--- config.mk ---
export PLATFORM = sky130hd
export DESIGN_NAME = clk_gate_ctrl
export DESIGN_NICKNAME = d
export VERILOG_FILES = /design/src/rtl/clk_gate_ctrl_pkg.sv /design/src/rtl/clk_gate_ch_fsm.sv /design/src/rtl/clk_gate_ctrl.sv
export SDC_FILE = /design/constraint.sdc
export NUM_CORES = 1
export LEC_CHECK = 0
export BUFFER_PORTS_ARGS = -buffer_cell sky130_fd_sc_hd__buf_2
export CAP_MARGIN = 20
export CORE_MARGIN = 1.5
export CORE_UTILIZATION = 66
export CTS_BUF_LIST = sky130_fd_sc_hd__clkbuf_4 sky130_fd_sc_hd__clkbuf_8
export CTS_CLUSTER_DIAMETER = 120
export DETAILED_ROUTE_END_ITERATION = 16
export PLACE_DENSITY = 0.88
export REMOVE_ABC_BUFFERS = 1
export SYNTH_ARGS = -nofsm -noshare
export SYNTH_HDL_FRONTEND = slang
export SYNTH_SLANG_ARGS = --single-unit
--- constraint.sdc ---
create_clock -name clk -period 3.8 [get_ports clk]
set_clock_uncertainty 0.05 [all_clocks]
set_input_delay 0.76 -clock clk [delete_from_list [all_inputs] [get_ports clk]]
set_output_delay 0.76 -clock clk [all_outputs]
set_load 0.01 [all_outputs]
--- src/rtl/clk_gate_ctrl_pkg.sv ---
// rtl/clk_gate_ctrl_pkg.sv - shared types and constants for the clock-gating controller
package clk_gate_ctrl_pkg;

    typedef enum logic [1:0] {
        RUN   = 2'd0,
        IDLE  = 2'd1,
        GATED = 2'd2,
        WAKE  = 2'd3
    } ch_state_t;

    localparam int STATS_W = 16;
    localparam logic [STATS_W-1:0] STATS_MAX = 16'hFFFF;

endpackage

--- src/rtl/clk_gate_ch_fsm.sv ---
// rtl/clk_gate_ch_fsm.sv - one channel's gating FSM, idle counter and optional gated-cycle counter (CLKGATE_STATS_EN)
module clk_gate_ch_fsm
    import clk_gate_ctrl_pkg::*;
#(
    parameter int IDLE_CNT_W = 8
) (
    input  logic                  clk,
    input  logic                  rst_n,
    input  logic                  cfg_en,
    input  logic [IDLE_CNT_W-1:0] cfg_idle_thr,
    input  logic                  req,
    input  logic                  busy,
`ifdef CLKGATE_STATS_EN
    input  logic                  stats_clr,
    output logic [STATS_W-1:0]    gated_cycles,
`endif
    output logic                  ack,
    output logic                  clk_en
);

    localparam logic [IDLE_CNT_W-1:0] CNT_ONE = 1;

    ch_state_t             state_q, state_d;
    logic [IDLE_CNT_W-1:0] cnt_q, cnt_d;
    logic                  wake_cond;

    assign wake_cond = req | busy | ~cfg_en;

    always_ff @(posedge clk or negedge rst_n) begin
        if (!rst_n) begin
            state_q <= RUN;
            cnt_q   <= '0;
        end else begin
            state_q <= state_d;
            cnt_q   <= cnt_d;
        end
    end

    always_comb begin
        state_d = state_q;
        cnt_d   = cnt_q;
        clk_en  = 1'b1;
        ack     = 1'b1;
        case (state_q)
            RUN: begin
                if (!wake_cond) begin
                    state_d = IDLE;
                    cnt_d   = '0;
                end
            end
            IDLE: begin
                // Activity beats the threshold compare when both happen together.
                if (wake_cond) begin
                    state_d = RUN;
                end else if (cnt_q >= cfg_idle_thr) begin
                    state_d = GATED;
                end else begin
                    cnt_d = cnt_q + CNT_ONE;
                end
            end
            GATED: begin
                clk_en = 1'b0;
                ack    = 1'b0;
                if (wake_cond) begin
                    state_d = WAKE;
                end
            end
            WAKE: begin
                // Clock is back but held one cycle for the gating latch to settle.
                ack     = 1'b0;
                state_d = RUN;
            end
            default: begin
                state_d = RUN;
            end
        endcase
    end

`ifdef CLKGATE_STATS_EN
    logic [STATS_W-1:0] stats_q;

    always_ff @(posedge clk or negedge rst_n) begin
        if (!rst_n) begin
            stats_q <= '0;
        end else if (stats_clr) begin
            stats_q <= '0;
        end else if (state_q == GATED && stats_q != STATS_MAX) begin
            stats_q <= stats_q + 16'd1;
        end
    end

    assign gated_cycles = stats_q;
`endif

endmodule

--- src/rtl/clk_gate_ctrl.sv ---
// rtl/clk_gate_ctrl.sv - multi-channel automatic clock-gating controller; stats ports under CLKGATE_STATS_EN
module clk_gate_ctrl
    import clk_gate_ctrl_pkg::*;
#(
    parameter int NUM_CH     = 4,
    parameter int IDLE_CNT_W = 8
) (
    input  logic                    clk,
    input  logic                    rst_n,
    input  logic                    test_en_i,
    input  logic [NUM_CH-1:0]       cfg_en_i,
    input  logic [IDLE_CNT_W-1:0]   cfg_idle_thr_i,
    input  logic [NUM_CH-1:0]       req_i,
    input  logic [NUM_CH-1:0]       busy_i,
`ifdef CLKGATE_STATS_EN
    input  logic                    stats_clr_i,
    output logic [NUM_CH*STATS_W-1:0] gated_cycles_o,
`endif
    output logic [NUM_CH-1:0]       ack_o,
    output logic [NUM_CH-1:0]       clk_en_o
);

    logic [NUM_CH-1:0] fsm_en;

    for (genvar i = 0; i < NUM_CH; i++) begin : g_ch
        clk_gate_ch_fsm #(
            .IDLE_CNT_W (IDLE_CNT_W)
        ) u_ch (
            .clk          (clk),
            .rst_n        (rst_n),
            .cfg_en       (cfg_en_i[i]),
            .cfg_idle_thr (cfg_idle_thr_i),
            .req          (req_i[i]),
            .busy         (busy_i[i]),
`ifdef CLKGATE_STATS_EN
            .stats_clr    (stats_clr_i),
            .gated_cycles (gated_cycles_o[i*STATS_W +: STATS_W]),
`endif
            .ack          (ack_o[i]),
            .clk_en       (fsm_en[i])
        );
    end

    // Test mode overrides the enable only; FSM state and ack are untouched.
    assign clk_en_o = fsm_en | {NUM_CH{test_en_i}};

endmodule
-- Yosys cells after proc, flatten, opt, wreduce, memory -nomap -nowiden
Cells that the tools add are included.
- flip-flop bits (word level): 40
- input bits: 23
- output and inout port bits: 8
- logic and storage cells: 125
- add/sub/neg operators: 4
- $lt $le $gt $ge: 4
- equality and inequality tests: 32
- muxes and demuxes: 44
- bitwise gates (word level): 13
- reduce and logical (&&, ||, !) cells: 20
- operators by type and width (operator ; count):
    $mux 8 ; 12
    $pmux 8 s2 ; 4
    $add 8x1->8 const B ; 4
    $ge 8x8->1 ; 4
    $mux 2 ; 16
    $pmux 2 s4 ; 4
    $ne 2x2->1 const B ; 12
    $eq 2x2->1 const B ; 8
    $reduce_and 4->1 ; 4
    $ne 3x1->1 const B ; 4
    $reduce_and 3->1 ; 4
    $eq 2x1->1 const B ; 4
    $logic_not 2->1 ; 4
    $mux 1 ; 8
    $ne 2x1->1 const B ; 4
    $or 1x1->1 ; 8
    $reduce_bool 2->1 ; 4
    $reduce_or 2->1 ; 4
    $not 1->1 ; 4
    $or 4x4->4 ; 1

-- Longest topological paths before layout
- depth in word-level cells: 4
- depth in mapped cells: 8
- depth with buffers taken out: 7

-- Modules after synthesis
A second synthesis with hierarchy kept.
- cells, all modules: 372
- area, all modules: 3093.0 sq um
- modules (own cells, without submodules) (module ; instances ; cells each ; area each (sq um)):
    clk_gate_ch_fsm ; 4 ; 92 ; 767.0
    clk_gate_ctrl ; 1 ; 4 ; 25.0

-- Least setup slack after synthesis
No wires, ideal clock.
- path type: in2reg
- start point: input port cfg_idle_thr_i[0]
- end point: register g_ch[3].u_ch.cnt_q[1]
- setup time: 125 ps
- arrival: 2500 ps
- data required time: 3625 ps
- setup slack: 1125 ps
- cell stages on the path: 7
- cells stage by stage: ha_1 nand2b_1 a2111oi_0 nor3_1 buf_2 nor3_1 mux2_2
- cells in the longest elaborated chain, start to end: 3
- ends and longest elaborated chain (item ; RTL line ; text):
    start: declaration ; clk_gate_ctrl.sv:12 ; input logic [IDLE_CNT_W-1:0] cfg_idle_thr_i,
    $ge 8x8->1 ; clk_gate_ch_fsm.sv:55 ; end else if (cnt_q >= cfg_idle_thr) begin
    $ne 2x2->1 (no line) ; - ;
    $reduce_and 4->1 (no line) ; - ;
    end signal: assignment ; clk_gate_ch_fsm.sv:35 ; cnt_q <= cnt_d;
    end: declaration ; clk_gate_ch_fsm.sv:24 ; logic [IDLE_CNT_W-1:0] cnt_q, cnt_d;
No other way between the ends.
A chain may end at the register's enable or synchronous reset.

-- Worst setup path after layout
- start point: input port cfg_idle_thr_i[0]
- end point: register g_ch[1].u_ch.cnt_q[7]
- cells in the longest elaborated chain, start to end: 3
- ends and longest elaborated chain (item ; RTL line):
    $ge 8x8->1 ; clk_gate_ch_fsm.sv:55
    $ne 2x2->1 (no line) ; -
    $reduce_and 4->1 (no line) ; -
    end signal: assignment ; clk_gate_ch_fsm.sv:35
    end: declaration ; clk_gate_ch_fsm.sv:24
No other way between the ends.

==> flow_metrics.tcl <==
set metrics [dict create \
    synth_top_family_by_area "simple AND/OR/NAND/NOR gates" \
    yosys-top-cells-area "dfrtp_1 (33%), ha_1 (15%), mux2i_1 (3.9%)" \
    seqPwrFrac 0.519 \
    synth_cell_types 52 \
    clkTransAtPathRegs_ns 0.08 \
    p_leak_uw 0.001536 \
    rows 24 \
    worst_slew_pin_slew_ns 0.8902 \
    yosysSeqAreaShare 0.3272 \
    antenna_found_initial 0 \
    die_area_um2 5052 \
    core_area_um2 4414 \
    grt_overflow 0 \
    p_clk_frac 0.345 \
    pin_count 31 \
    die_h_um 71.08 \
    rsz0062_at_grt "false" \
    drt_pass1_iterations 4 \
    cellPowerDensity_nw_per_um2 273.6 \
    syn_inst 351 \
    p_total_uw 903.8 \
    r2r_setup_slack_ns 1.22 \
    antenna_cells 0 \
    yosysTopAreaCell "dfrtp_1" \
    drcViolationCount 0 \
    cts_resized 0 \
    place_inst 416 \
    nets 432 \
    die_w_um 71.08 \
    drive_gt1_frac 0.1444 \
    synth-simple-area-share 0.2393 \
    ctsHoldBuffers 0 \
    postCtsSetupRepairBufs 0 \
    period_share 0.6932 \
    yosys_warnings 0 \
    required_ns 3.97 \
    grt_pass1_wl_mm 12.08 \
    place_hpwl_mm 5.013 \
    synth_area_um2 3059 \
    synth-adder-area-share 0.1472 \
    synthXorXnorAreaFrac 0 \
    htreeDepth 2 \
    synth_top_area_share 0.3272 \
    ys.flop_type "dfrtp_1" \
    p_sw_uw 249.7 \
    combPwrFrac 0.136 \
    synth_compound_area_frac 0.1836 \
    drtIter0Drc 244 \
    wl_per_cell_um 15.90 \
    postLayoutCoreUtil 0.7483 \
    crit_type "in -> reg" \
    setup_tns_ns 0 \
    gp_congestion 0.9273 \
    ys_ff_latch 40 \
    whs_path_depth 2 \
    numCtsBuffers 5 \
    clock-sinks 40 \
    timing.rr.end "g_ch[1].u_ch.cnt_q[7]" \
    io_buffers 30 \
    viasPerCell 6.484 \
    crit_path_start_kind "input pin" \
    max_slew_margin 0.4066 \
    status "complete, no violations" \
    ant_nets 0 \
    vias 2762 \
    synthMuxAreaShare 0.04663 \
    timing.rr.start "g_ch[1].u_ch.cnt_q[0]" \
    synthArstFlopShare 1.000 \
    end_kind "flip-flop" \
    setup_violations 0 \
    fmax_mhz 379.6 \
    worstPathMaxFanout 9 \
    swShare 0.2763 \
    finalHoldViolCount 0 \
    clkLatencyLatePin_ns 0.30 \
    clockBufferDepth 2 \
    wirelength_mm 6.773 \
    grt_max_degree 41 \
    intPower_uw 654.0 \
    ir_drop_v 0.0001943 \
    synth-edff-count 0 \
    hold_path_class "reg -> reg" \
    drv_slew 0 \
    min_period_ns 2.634 \
    worstPathArrival_ns 2.81 \
    fin_cells 426 \
    start_util 0.6930 \
    rr_worst_depth 7 \
    root_buffer "clkbuf_8" \
    cts_tree "done" \
    grt_usage 0.2981 \
    drv_cap 0 \
    grt_pass1_vias 2731 \
    syn_area_per_cell_um2 8.716 \
    syn2layout_area_growth_pct 7.976 \
]
[cells in the final DEF (no fill, tap or decap), types with 7 or more instances in the layout]
master / n
nor2_1: 16
nor3_1: 8
o21ai_0: 20
nand4_1: 13
ha_1: 36
or2_2: 7
inv_1: 24
dfrtp_1: 40
mux2i_1: 12
nand2_1: 28
nand3_1: 20
a21oi_1: 16
nand2b_1: 10
buf_2: 31
[state kept, by name (all words and copies together) (netlist names), named ones only]
register / flops
g_ch.u_ch.cnt_q: 32
g_ch.u_ch.state_q: 4
[power by group through the flow]
stage	Combinational [uW]	Clock (uW)	Sequential [uW]
final	123	312	470
after global routing	142	337	473
after CTS	124	319	469
after detailed placement	122	0	477
after global placement	115	0	476
after floorplan	79.4	0	468
[metrics by stage]
stage / setup WS (ns) / hold slack, ns / area [um^2]
floorplan: 1.076 / 0.4144 / 2978
global placement: 0.7273 / 0.4306 / 3193
detailed placement: 0.6221 / 0.4402 / 3193
CTS: 0.8765 / 0.4581 / 3291
global route: 0.9749 / 0.5082 / 3303
finish: 1.166 / 0.4558 / 3303
[final cells by class]
cell class / count / area, um^2
multi-input cells: 270 / 1887
fillers: 337 / 1111
flip-flops and latches: 40 / 1001
repair buffers: 32 / 162.7
clock buffers: 8 / 97.59
inverters: 24 / 90.09
well taps: 52 / 65.06
[synth_stat cells (3+ instances only)]
master and instances:
nor4_1 6, a31oi_1 4, or3_1 5, nor2b_1 3, clkbuf_1 10, nand4_1 13
dfrtp_1 40, o22ai_1 3, o21ai_0 20, and2_1 5, nor3b_1 3, and3_1 5
mux2i_1 12, o31ai_1 5, nor3_1 8, o211ai_1 6, ha_1 36, nor2_1 16
buf_4 4, nand2b_1 10, o21a_1 6, a21oi_1 16, inv_1 24, or4_1 4
nand2_1 28, nand3_1 20, or2_2 7
[worst max path at each step]
stage,start,end,slack [ns],cells after the start
finish,cfg_idle_thr_i[0],g_ch[1].u_ch.cnt_q[7],1.17,7
global route,g_ch[1].u_ch.cnt_q[0],g_ch[1].u_ch.cnt_q[7],0.97,7
CTS,cfg_idle_thr_i[7],g_ch[3].u_ch.cnt_q[1],0.88,8
detailed placement,cfg_idle_thr_i[7],g_ch[3].u_ch.cnt_q[1],0.62,8
global placement,cfg_idle_thr_i[0],g_ch[2].u_ch.cnt_q[7],0.73,7
floorplan,cfg_idle_thr_i[0],g_ch[2].u_ch.cnt_q[7],1.08,6
[routing by layer]
metal  track usage  routed length, um  vias to the layer above
li1              -                  -                     1353
met1        0.3774               2992                     1314
met5             0                  0                        -
met3       0.04986                318                       11
met4        0.1048                 99                        0
met2        0.5151               3364                       84
[worst max-delay path: stages]
cell,delay [ns]
buf_2,0.14
ha_1,0.29
nand2b_1,0.14
a2111oi_1,0.55
o32ai_2,0.28
nor4_1,0.41
mux2i_1,0.23
[cell families after synthesis]
group / Yosys count
and+or+nand+nor: 137
AOI/OAI and AO/OA: 83
buffers and inverters: 41
DFF: 40
adders and majority gates: 36
muxes: 14
Note: power is estimated with default switching activity, not from simulation.
